<file path="config.mk">
export PLATFORM = sky130hd
export DESIGN_NAME = cpu_sequencer
export DESIGN_NICKNAME = d
export VERILOG_FILES = /design/src/rtl/cpu_sequencer.sv
export SDC_FILE = /design/constraint.sdc
export NUM_CORES = 1
export LEC_CHECK = 0
export CAP_MARGIN = 10
export CORE_MARGIN = 2
export CORE_UTILIZATION = 47
export DETAILED_ROUTE_END_ITERATION = 8
export GPL_TIMING_DRIVEN = 0
export PLACE_DENSITY = 0.88
export SYNTH_ARGS = -nofsm -noshare
export SYNTH_HDL_FRONTEND = slang
export SYNTH_SLANG_ARGS = --single-unit
</file>
<file path="constraint.sdc">
create_clock -name clock -period 6.3 [get_ports clock]
set_input_delay 1.89 -clock clock [delete_from_list [all_inputs] [get_ports clock]]
set_output_delay 1.89 -clock clock [all_outputs]
set_load 0.05 [all_outputs]
</file>
<file path="src/rtl/cpu_sequencer.sv">
`default_nettype none
// =============================================================================
// Module  : cpu_sequencer
// Purpose : Multi-cycle fetch/decode/execute control sequencer that shares one
//           single-port memory between instruction fetch and data access.
// Option  : CPU_SEQ_INSTR_COUNT_EN adds the instr_count retired-instruction port.
// Rev     : 1.0
// =============================================================================
module cpu_sequencer #(
    parameter logic [31:0] RESET_PC = 32'h0000_0000,
    parameter int          ADDR_W   = 10
) (
    input  logic              clock,
    input  logic              reset_n,
    output logic [ADDR_W-1:0] mem_addr,
    output logic              mem_rd,
    output logic              mem_wr,
    input  logic              mem_ready,
    input  logic [31:0]       mem_rdata,
    output logic [31:0]       ir,
    input  logic              dec_load,
    input  logic              dec_store,
    input  logic              dec_branch,
    input  logic              dec_halt,
    input  logic [ADDR_W-1:0] dec_addr,
    output logic              rf_we,
    output logic [31:0]       pc,
    output logic              halted
`ifdef CPU_SEQ_INSTR_COUNT_EN
    ,
    output logic [31:0]       instr_count
`endif
);

    typedef enum logic [2:0] {
        S_FETCH  = 3'd0,
        S_DECODE = 3'd1,
        S_EXEC   = 3'd2,
        S_MEM_RD = 3'd3,
        S_WB     = 3'd4,
        S_MEM_WR = 3'd5,
        S_HALT   = 3'd6
    } state_t;

    state_t      state_q, state_d;
    logic [31:0] pc_q, pc_d;
    logic [31:0] ir_q, ir_d;
    logic        run_q;
    logic [31:0] pc_inc;
    logic [31:0] branch_pc;

    assign pc_inc    = pc_q + 32'd4;
    assign branch_pc = {{(32-ADDR_W-2){1'b0}}, dec_addr, 2'b00};

    // run_q holds off the first fetch until one edge has seen reset_n high.
    always_ff @(posedge clock) begin
        if (!reset_n) begin
            state_q <= S_FETCH;
            pc_q    <= RESET_PC;
            ir_q    <= '0;
            run_q   <= 1'b0;
        end else begin
            state_q <= state_d;
            pc_q    <= pc_d;
            ir_q    <= ir_d;
            run_q   <= 1'b1;
        end
    end

    always_comb begin
        state_d  = state_q;
        pc_d     = pc_q;
        ir_d     = ir_q;
        mem_rd   = 1'b0;
        mem_wr   = 1'b0;
        mem_addr = pc_q[ADDR_W+1:2];
        rf_we    = 1'b0;
        case (state_q)
            S_FETCH: begin
                if (run_q) begin
                    mem_rd = 1'b1;
                    if (mem_ready) begin
                        ir_d    = mem_rdata;
                        state_d = S_DECODE;
                    end
                end
            end
            S_DECODE: state_d = S_EXEC;
            S_EXEC: begin
                if (dec_halt) begin
                    state_d = S_HALT;
                end else if (dec_branch) begin
                    pc_d    = branch_pc;
                    state_d = S_FETCH;
                end else if (dec_load) begin
                    state_d = S_MEM_RD;
                end else if (dec_store) begin
                    state_d = S_MEM_WR;
                end else begin
                    rf_we   = 1'b1;
                    pc_d    = pc_inc;
                    state_d = S_FETCH;
                end
            end
            S_MEM_RD: begin
                mem_rd   = 1'b1;
                mem_addr = dec_addr;
                if (mem_ready) state_d = S_WB;
            end
            S_WB: begin
                rf_we   = 1'b1;
                pc_d    = pc_inc;
                state_d = S_FETCH;
            end
            S_MEM_WR: begin
                mem_wr   = 1'b1;
                mem_addr = dec_addr;
                if (mem_ready) begin
                    pc_d    = pc_inc;
                    state_d = S_FETCH;
                end
            end
            S_HALT:  state_d = S_HALT;
            default: state_d = S_FETCH;
        endcase
    end

    assign ir     = ir_q;
    assign pc     = pc_q;
    assign halted = (state_q == S_HALT);

`ifdef CPU_SEQ_INSTR_COUNT_EN
    // Only EXEC, WB and MEM_WR can enter FETCH from another state.
    logic        retire;
    logic [31:0] count_q;

    assign retire = (state_q != S_FETCH) && (state_d == S_FETCH);

    always_ff @(posedge clock) begin
        if (!reset_n) begin
            count_q <= '0;
        end else if (retire) begin
            count_q <= count_q + 32'd1;
        end
    end

    assign instr_count = count_q;
`endif

endmodule
`default_nettype wire

</file>
==> results.md <==
- Outcome: complete, no violations
- CP arrival: 4.26 ns
- Gr usage total: 24.9%
- Clock sink count: 66
- Fin. max-slew vios: 0
- TritonCTS clock tree: done
- Top sig layer: met4
- First-pass GRT wire length: 15200 um
- Critical Path Sink Type: output port
- DR vias/cell: 5.66
- Critical path class: in2out
- Tightest Hold Check Type: reg2reg
- Power Internal: 0.774 mW
- CP max stage delay: 0.85 ns
- Unrepaired setup endpoints after global routing: false
- Core ar.: 0.00672 mm2
- FF+latch count, synth: 66
- CTS Buffer Depth: 2
- Largest net degree at the start of global routing: 13
- P per Cell Area: 220 mW/mm2
- P_leak: 1.61 nW
- Most frequent cells in the layout: 123 x clkdlybuf4s50_1, 87 x nand2_1, 66 x dfxtp_1
- Cells after Synth: 407
- Pwr Total: 1.06 mW
- FP Rows: 30
- IR drop worst, VDD: 0.000129 V
- Vias in the first global route: 3279
- Critical path's top delay family: buffers and inverters
- Port bufs: 123
- TritonRoute pass-1 iters: 5
- Die Y: 87.0 um
- EDFF count, synth: 0
- CP max stage cell: clkdlybuf4s50_1
- Sequential share of power: 41.4%
- Sw Share: 27.0%
- Biggest area consumer among synthesized cells: dfxtp_1
- Worst-Margin Slew: 0.784 ns
- Post-synth ARST share: 0%
- Fin. Hold Viols: 0
- Seq/Total Area, Yosys: 40.8%
- Combinational power share: 16.7%
- Initial antenna violation count: 0
- Average wire per standard cell: 15.1 um
- Iter 0 DRT Violations: 304
- DR vias: 3550
- # Max-Cap Violations: 0
- Post-CTS Resized: 0
- Yosys top cell area share: 40.8%
- Register clock-pin slew on the reported worst setup and hold paths: 0.08 ns
- Synth area leaders: dfxtp_1 41%, nand2_1 10%, a21oi_1 9.6%, mux2_2 4.2%, or4_1 3.2%
- Met2 wire length: 4620 um
- CTS buffer count: 9
- Routed length on met3: 729 um
- Cells along the critical path: clkdlybuf4s50_1, or4b_4, or4_1, o21ai_0, clkdlybuf4s50_1
- Chip Width: 87.0 um
- M1 WL: 3970 um
- Syn Area/Cell: 7.96 um2
- Buf/Inv on CP: 2
- Fraction of layout cells with a size suffix above 1: 7.68%
- Final setup vio count: 0
- FILL cells: 491
- Most common cell after layout, fill and taps aside: clkdlybuf4s50_1
- Skew final: 0.00553 ns
- Post-synthesis cell type count: 45
- Post-DP HPWL: 6880 um
- Clk network pwr share: 41.9%
- Synth Cell Area: 0.00324 mm2
- Antenna fix cells: 0
- Root buffer cell: clkbuf_8
- Crit path max fanout: 5
- Main flop type after synthesis: dfxtp_1
- Final WL: 9500 um
- Initial Util: 48.2%
- Hold_buf cts: 0
- F_max: 163 MHz
- Antenna-violating nets left: 0
- Drc violations: 0
- Nets@finish: 592
- Area growth, synth to finish: 49.0%
- Final Wtd Congestion: 0.911
- Period utilisation layout: 97.7%
- CP most frequent cell: clkdlybuf4s50_1
- Switching power of the nets: 0.286 mW
- Setup TNS: 0 ns
- Synth warnings: 0
- Worst skew pair latency: 0.35 ns
- Post-layout util: 71.8%
- Num ports: 127
- Die area: 0.00758 mm2
- Setup crit start kind: primary input
- Required @ worst endpoint: 4.41 ns
- Relative slew slack: 47.3%
- Postcts setup bufs: 0
- CTS H-tree depth: 3
- Total grt overflow: 0
- Final min period: 6.15 ns
[final cells by class]
class	count	area, um2	area share [%]
timing repair buffer	123	1230	25.5
inverter	6	22.5	0.467
buffer	30	135	2.80
clock inverter	6	114	2.36
clock buffer	10	138	2.85
tap	80	100	2.07
sequential	66	1320	27.4
multi-input combinational	306	1770	36.6
[power groups by stage]
stage                     Sequential [mW]  Combinational (mW)  Clock [mW]
final                               0.439               0.177       0.444
after global routing                0.440               0.189       0.467
after CTS                           0.438               0.177       0.450
after detailed placement            0.448               0.176           0
after global placement              0.447               0.174           0
after floorplan                     0.487              0.0622           0
[synth_stat cells, types with 4 or more instances]
library cell	count
or4_1	14
dfxtp_1	66
o21ai_0	10
mux2i_1	7
nor4_1	4
a21oi_1	62
or3_1	6
mux2_2	12
clkbuf_1	22
nor3_1	4
nand3_1	13
nand2_1	87
and3_1	5
nor2_1	8
nand4_1	11
inv_1	5
nand2b_1	12
o31ai_1	12
[kinds of logic after synthesis]
kind of cell	Yosys count	synth area share [%]
flip-flops	66	40.8
multiplexers	19	6.33
buffers and inverters	36	4.86
AND/OR/NAND/NOR	180	28.3
other	1	0.116
adder cells (fa/ha/maj)	1	0.386
AO/OA/AOI/OAI	104	19.3
[stage by stage]
stage	area (um2)	hold WS, ns	cells	setup WS [ns]
after global placement	4580	0.442	611	0.160
final	4830	0.455	627	0.146
after global routing	4830	0.475	627	0.108
after floorplan	3240	0.618	408	1.09
after CTS	4830	0.458	627	0.159
after detailed placement	4580	0.448	611	0.164
[registers in the layout, summed over array words and instances, names as in the netlist]
register	count
ir	32
pc	30
state_q	3
run_q	1
[path summary, 6_finish.rpt]
kind | start | endpoint | slack [ns] | cells past startpoint
max | dec_halt | rf_we | 0.15 | 5
min | ir[3] | ir[3] | 0.46 | 2
max reg2reg | pc[2] | pc[28] | 3.71 | 6
min reg2reg | ir[3] | ir[3] | 0.46 | 2
[worst reg2reg max path, cell delays in order, from the launching register on]
cell     delay [ns]
dfxtp_1        0.53
ha_1           0.29
nand3_1        0.18
or4_1          0.68
buf_2          0.25
nor4_1         0.38
mux2i_1        0.22
[layer usage]
layer,vias to the layer above,global-route usage [%]
met2,163,40.7
li1,1742,-
met1,1625,32.2
met4,0,10.7
met3,20,4.45
met5,-,0
No activity file was read; power rests on OpenSTA's default activity.
